File: config.mk
export PLATFORM = sky130hd
export DESIGN_NAME = random_delay_flat
export DESIGN_NICKNAME = d
export VERILOG_FILES = /design/src/rtl/random_delay_if.sv /design/src/rtl/random_delay.sv /design/src/flat_wrapper.sv
export SDC_FILE = /design/constraint.sdc
export NUM_CORES = 1
export LEC_CHECK = 0
export CAP_MARGIN = 40
export CORE_MARGIN = 2
export CORE_UTILIZATION = 45
export DETAILED_ROUTE_END_ITERATION = 10
export PLACE_DENSITY = 0.81
export SETUP_SLACK_MARGIN = 0.3
export SYNTH_ARGS = -nofsm -noshare
export SYNTH_HDL_FRONTEND = slang
export SYNTH_SLANG_ARGS = --single-unit
File: constraint.sdc
create_clock -name clk -period 3.4 [get_ports clk]
set_clock_uncertainty 0.2 [all_clocks]
set_input_delay 0.34 -clock clk [delete_from_list [all_inputs] [get_ports clk]]
set_output_delay 0.34 -clock clk [all_outputs]
set_load 0.1 [all_outputs]
File: src/rtl/random_delay_if.sv
// Handshake bundle between a random_delay block and its controller.
// The master side drives the requests and the LFSR value; the slave side is the delay block.
interface random_delay_if #(
    parameter int unsigned WIDTH = 7
);
    logic             en;
    logic             trigger;
    logic             cancel;
    logic [WIDTH-1:0] rnd;
    logic             lfsr_en;
    logic             busy;
    logic             time_out;
    logic [WIDTH-1:0] count;

    modport master (
        output en, trigger, cancel, rnd,
        input  lfsr_en, busy, time_out, count
    );

    modport slave (
        input  en, trigger, cancel, rnd,
        output lfsr_en, busy, time_out, count
    );
endinterface

File: src/rtl/random_delay.sv
// Randomised one-shot delay: captures an LFSR value on trigger, counts it down on enabled
// edges and emits a single-cycle time_out pulse on expiry; cancel aborts silently.
module random_delay #(
    parameter int unsigned WIDTH = 7
) (
    input  logic           clk,
    input  logic           rst,
    random_delay_if.slave  bus
);
    typedef enum logic [1:0] {
        IDLE  = 2'd0,
        COUNT = 2'd1,
        DONE  = 2'd2
    } state_t;

    localparam logic [WIDTH-1:0] W_ONE = WIDTH'(1);

    state_t           r_state;
    state_t           w_state_nxt;
    logic [WIDTH-1:0] r_count;
    logic [WIDTH-1:0] w_count_nxt;
    logic             r_lfsr_en;
    logic             w_lfsr_en_nxt;
    logic             w_capture;

    assign w_capture = bus.trigger && !bus.cancel;

    always_ff @(posedge clk or negedge rst) begin
        if (!rst) begin
            r_state   <= IDLE;
            r_count   <= '0;
            r_lfsr_en <= 1'b0;
        end else begin
            r_state   <= w_state_nxt;
            r_count   <= w_count_nxt;
            r_lfsr_en <= w_lfsr_en_nxt;
        end
    end

    always_comb begin
        w_state_nxt   = r_state;
        w_count_nxt   = r_count;
        w_lfsr_en_nxt = 1'b0;
        unique case (r_state)
            IDLE: begin
                w_count_nxt = '0;
                if (w_capture) begin
                    w_state_nxt   = COUNT;
                    // A zero draw still yields one enabled cycle of delay.
                    w_count_nxt   = (bus.rnd == '0) ? W_ONE : bus.rnd;
                    w_lfsr_en_nxt = 1'b1;
                end
            end
            COUNT: begin
                if (bus.cancel) begin
                    w_state_nxt = IDLE;
                    w_count_nxt = '0;
                end else if (bus.en && (r_count != '0)) begin
                    w_count_nxt = r_count - W_ONE;
                    if (r_count == W_ONE) begin
                        w_state_nxt = DONE;
                    end
                end
            end
            DONE: begin
                w_state_nxt = IDLE;
                w_count_nxt = '0;
            end
            default: begin
                w_state_nxt = IDLE;
                w_count_nxt = '0;
            end
        endcase
    end

    assign bus.lfsr_en  = r_lfsr_en;
    assign bus.busy     = (r_state != IDLE);
    assign bus.time_out = (r_state == DONE);
    assign bus.count    = r_count;
endmodule

File: src/flat_wrapper.sv
// flat-port wrapper written by rule: the top's interface ports become plain ports
module random_delay_flat 
#(
    parameter int unsigned WIDTH = 7
)
  (clk, rst, bus_en, bus_trigger, bus_cancel, bus_rnd, bus_lfsr_en, bus_busy, bus_time_out, bus_count);
  random_delay_if #(.WIDTH(WIDTH)) bus_i ();
  input  logic clk;
  input  logic rst;
  input wire logic [$bits(bus_i.en)-1:0] bus_en;
  input wire logic [$bits(bus_i.trigger)-1:0] bus_trigger;
  input wire logic [$bits(bus_i.cancel)-1:0] bus_cancel;
  input wire logic [$bits(bus_i.rnd)-1:0] bus_rnd;
  output wire logic [$bits(bus_i.lfsr_en)-1:0] bus_lfsr_en;
  output wire logic [$bits(bus_i.busy)-1:0] bus_busy;
  output wire logic [$bits(bus_i.time_out)-1:0] bus_time_out;
  output wire logic [$bits(bus_i.count)-1:0] bus_count;
  assign bus_i.en = bus_en;
  assign bus_i.trigger = bus_trigger;
  assign bus_i.cancel = bus_cancel;
  assign bus_i.rnd = bus_rnd;
  assign bus_lfsr_en = bus_i.lfsr_en;
  assign bus_busy = bus_i.busy;
  assign bus_time_out = bus_i.time_out;
  assign bus_count = bus_i.count;
  random_delay #(.WIDTH(WIDTH)) u_core (.clk(clk), .rst(rst), .bus(bus_i));
endmodule
==> qor.log <==
[sta] final worst path period need 2100 ps
[critical_path] arrival time reported for the critical path endpoint 1560 ps
[clock_network] Root Driver sky130_fd_sc_hd__clkbuf_4
[drt] count of TritonRoute iterations in the first routing pass 4
[critical_path] maximum fanout along the worst path 8
[placed_design] half-perimeter wire length after detailed placement 1.30 mm
[drt] routed wire length 1.74 mm
[power_and_ir_drop] Psw 200 µW
[logic_synthesis] netlist area before placement 612 µm²
[placed_design] number of buffer cells added on primary ports 21
[power_and_ir_drop] leakage power figure 0.448 nW
[die] Die Area 1670 µm²
[critical_path] launching element type of the critical path register
[clock_network] clk sinks 10
[drt] detail-routed net length per standard cell 15.6 µm
[drt] Via Count 651
[global_route] antenna violations before repair 0
[die] initial core utilization 47.6%
[clock_network] H-tree level count 1
[global_route] maximum number of pins on one net before global-route repair 11
[drt] Final ANT Viol Nets 0
[clock_network] Max clock buf depth 2
[sta] Slew @ Worst Pin 495 ps
[clock_network] number of CTS-inserted buffers 3
[final_layout] synthesis-to-finish area growth 61.6%
[final_layout] final core utilization 76.9%
[logic_synthesis] Synth Instances 64
[power_and_ir_drop] peak ir drop on the vdd network 0.000304 V
[logic_synthesis] synth unique cells 26
[sta] worst slew margin relative to its limit 66.8%
[logic_synthesis] register bit total from synthesis 10
[sta] Fmax 477 MHz
[power_and_ir_drop] combinational cell fraction of total power 47.2%
[critical_path] critical path class register to primary output
[sta] RSZ-0062 raised after global routing no
[power_and_ir_drop] total internal power 286 µW
[sta] Final setup viols 0
[die] core outline area 1280 µm²
[sta] Fin Setup TNS 0 ps
[die] die width 40.9 µm
[final_layout] share of final-layout standard cells stronger than drive strength 1 18.8%
[global_route] first-pass GRT wire length 2.79 mm
[drt] remaining design rule violation count 0
[sta] share of the cycle needed by the critical path after routing 61.7%
[global_route] residual overflow from global routing 0
[global_route] number of global-route vias before repair 623
[power_and_ir_drop] ratio of total power to cell area 492 nW/µm²
[logic_synthesis] mean instance size in the synthesized netlist 9.56 µm²
[clock_network] later-pin clock latency in the skew report 260 ps
[power_and_ir_drop] power share of the clock group 22.1%
[global_route] overall global routing resource usage 26.5%
[status] result of the run completed
[die] FP Rows 13
[critical_path] required time at the worst-slack endpoint 2860 ps
[clock_network] TritonCTS clock tree built
[clock_network] number of buffers added to fix hold violations after cts 0
[logic_synthesis] Mapped Nets 78
[placed_design] global placement routability congestion 0.765
[sta] number of pins exceeding their max-slew limit in the final report 0
[logic_synthesis] count of warnings emitted by yosys 0
[drt] average vias per placed instance 5.86
[worst_hold_path] Hold WC Path Type input pin to async pin
[final_layout] ant diodes 0
[drt] violation count after the first detailed-route iteration 15
[power_and_ir_drop] switching power as a share of total power 41.2%
[clock_network] Resize count post-CTS 0
[logic_synthesis] part of the Yosys area used for sequential elements 40.9%
[critical_path] sort of element at the end of the critical path primary output
[die] total I/O pin count 22
[clock_network] clock edge transition at the registers on the reported setup and hold paths 70 ps
[sta] Final Hold Vio Count 0
[flow_run] maxcap violations 0
[clock_network] number of buffers inserted to repair setup after CTS 0
[die] die height 40.9 µm
[power_and_ir_drop] part of the power in registers 30.8%
[final_layout] final net count 111
==> worst max-delay path, stage by stage, from the launching register on <==
cell and delay [ps]:
sky130_fd_sc_hd__dfrtp_1 490, sky130_fd_sc_hd__clkdlybuf4s50_1 590, sky130_fd_sc_hd__buf_8 210
==> cells by family (layout without fill, tap and decap cells) <==
logic type	Yosys count	count (layout)	share of synthesized area, %
mux	2	2	3.27
flops	10	10	40.9
fa+ha+maj	2	2	4.09
buf+inv	4	36	2.45
simple gates	29	29	28.4
compound gates	17	17	20.9
==> flip-flops by register name, summed over array words and instances (netlist names) <==
name / cells
u_core.r_state: 2
u_core.bus.lfsr_en: 1
u_core.bus.count: 7
==> power by group through the flow <==
stage	logic [mW]	clock network, mW	registers, mW
3_5_place_dp	0.229	0	0.151
2_1_floorplan	0.0778	0	0.216
5_1_grt	0.244	0.115	0.151
3_3_place_gp	0.195	0	0.150
4_1_cts	0.230	0.109	0.149
6_report	0.230	0.107	0.150
==> cells in the mapped netlist (all sizes together) <==
cell     instances  area, µm²
a211oi           1       7.51
a21o             4       30.0
a21oi            1       5.00
a2bb2oi          3       26.3
a31o             1       8.76
a32o             1       10.0
a41oi            1       8.76
and2             1       6.26
clkbuf           1       3.75
dfrtp           10        250
ha               2       25.0
inv              3       11.3
mux2i            2       20.0
nand2           10       37.5
nand3            2       10.0
nand4            2       12.5
nor2             5       18.8
nor2b            1       6.26
nor3             3       15.0
nor4             1       6.26
nor4b            2       47.6
o211ai           1       7.51
o21ai            3       15.0
o31a             1       8.76
or2              1       6.26
or4              1       7.51
==> layer usage <==
metal	GRT usage, %	wire (µm)
met4	10.0	9
met1	29.9	709
met3	5.43	70
met5	0	0
met2	48.0	945
==> area by class of cell <==
type                    count  area, µm²
fillers                    92        297
flip-flops and latches     10        250
well taps                  15       18.8
repair buffers             29        325
inverters                   3       11.3
multi-input cells          50        347
clock buffers               4       36.3
==> placed cells by master (no fill, tap or decap), types with 3 or more instances in the layout <==
master,Yosys,final
sky130_fd_sc_hd__clkdlybuf4s50_1,0,19
sky130_fd_sc_hd__nand2_1,10,10
sky130_fd_sc_hd__dfrtp_1,10,10
sky130_fd_sc_hd__buf_8,0,8
sky130_fd_sc_hd__nor2_1,5,5
sky130_fd_sc_hd__a21o_1,4,4
sky130_fd_sc_hd__inv_1,3,3
sky130_fd_sc_hd__nor3_1,3,3
sky130_fd_sc_hd__a2bb2oi_1,3,3
sky130_fd_sc_hd__o21ai_0,3,3
sky130_fd_sc_hd__clkbuf_4,0,3
==> worst paths after layout <==
path | start | end | slack (ps) | depth (start not counted)
max in group asynchronous | rst | u_core.bus.count[6] | 2500 | 1
worst min-delay path | rst | u_core.bus.count[3] | 190 | 1
worst max register to register | u_core.bus.count[1] | u_core.bus.count[0] | 1430 | 6
worst min register to register | u_core.r_state[1] | u_core.bus.lfsr_en | 420 | 1
worst max-delay path | u_core.bus.count[3] | bus_count[3] | 1300 | 2
min in group clk | u_core.r_state[1] | u_core.bus.lfsr_en | 420 | 1
==> per-stage QoR <==
step,worst slack (ps),power [mW],instances,cell area (µm²),hold WS [ps]
CTS,1300,0.488,111,988,196
global route,1250,0.510,111,988,217
detailed placement,1390,0.380,107,952,405
floorplan,1070,0.293,64,612,-156
finish,1300,0.487,111,988,189
global placement,1250,0.344,99,832,391
(Power assumes the default switching activity.)
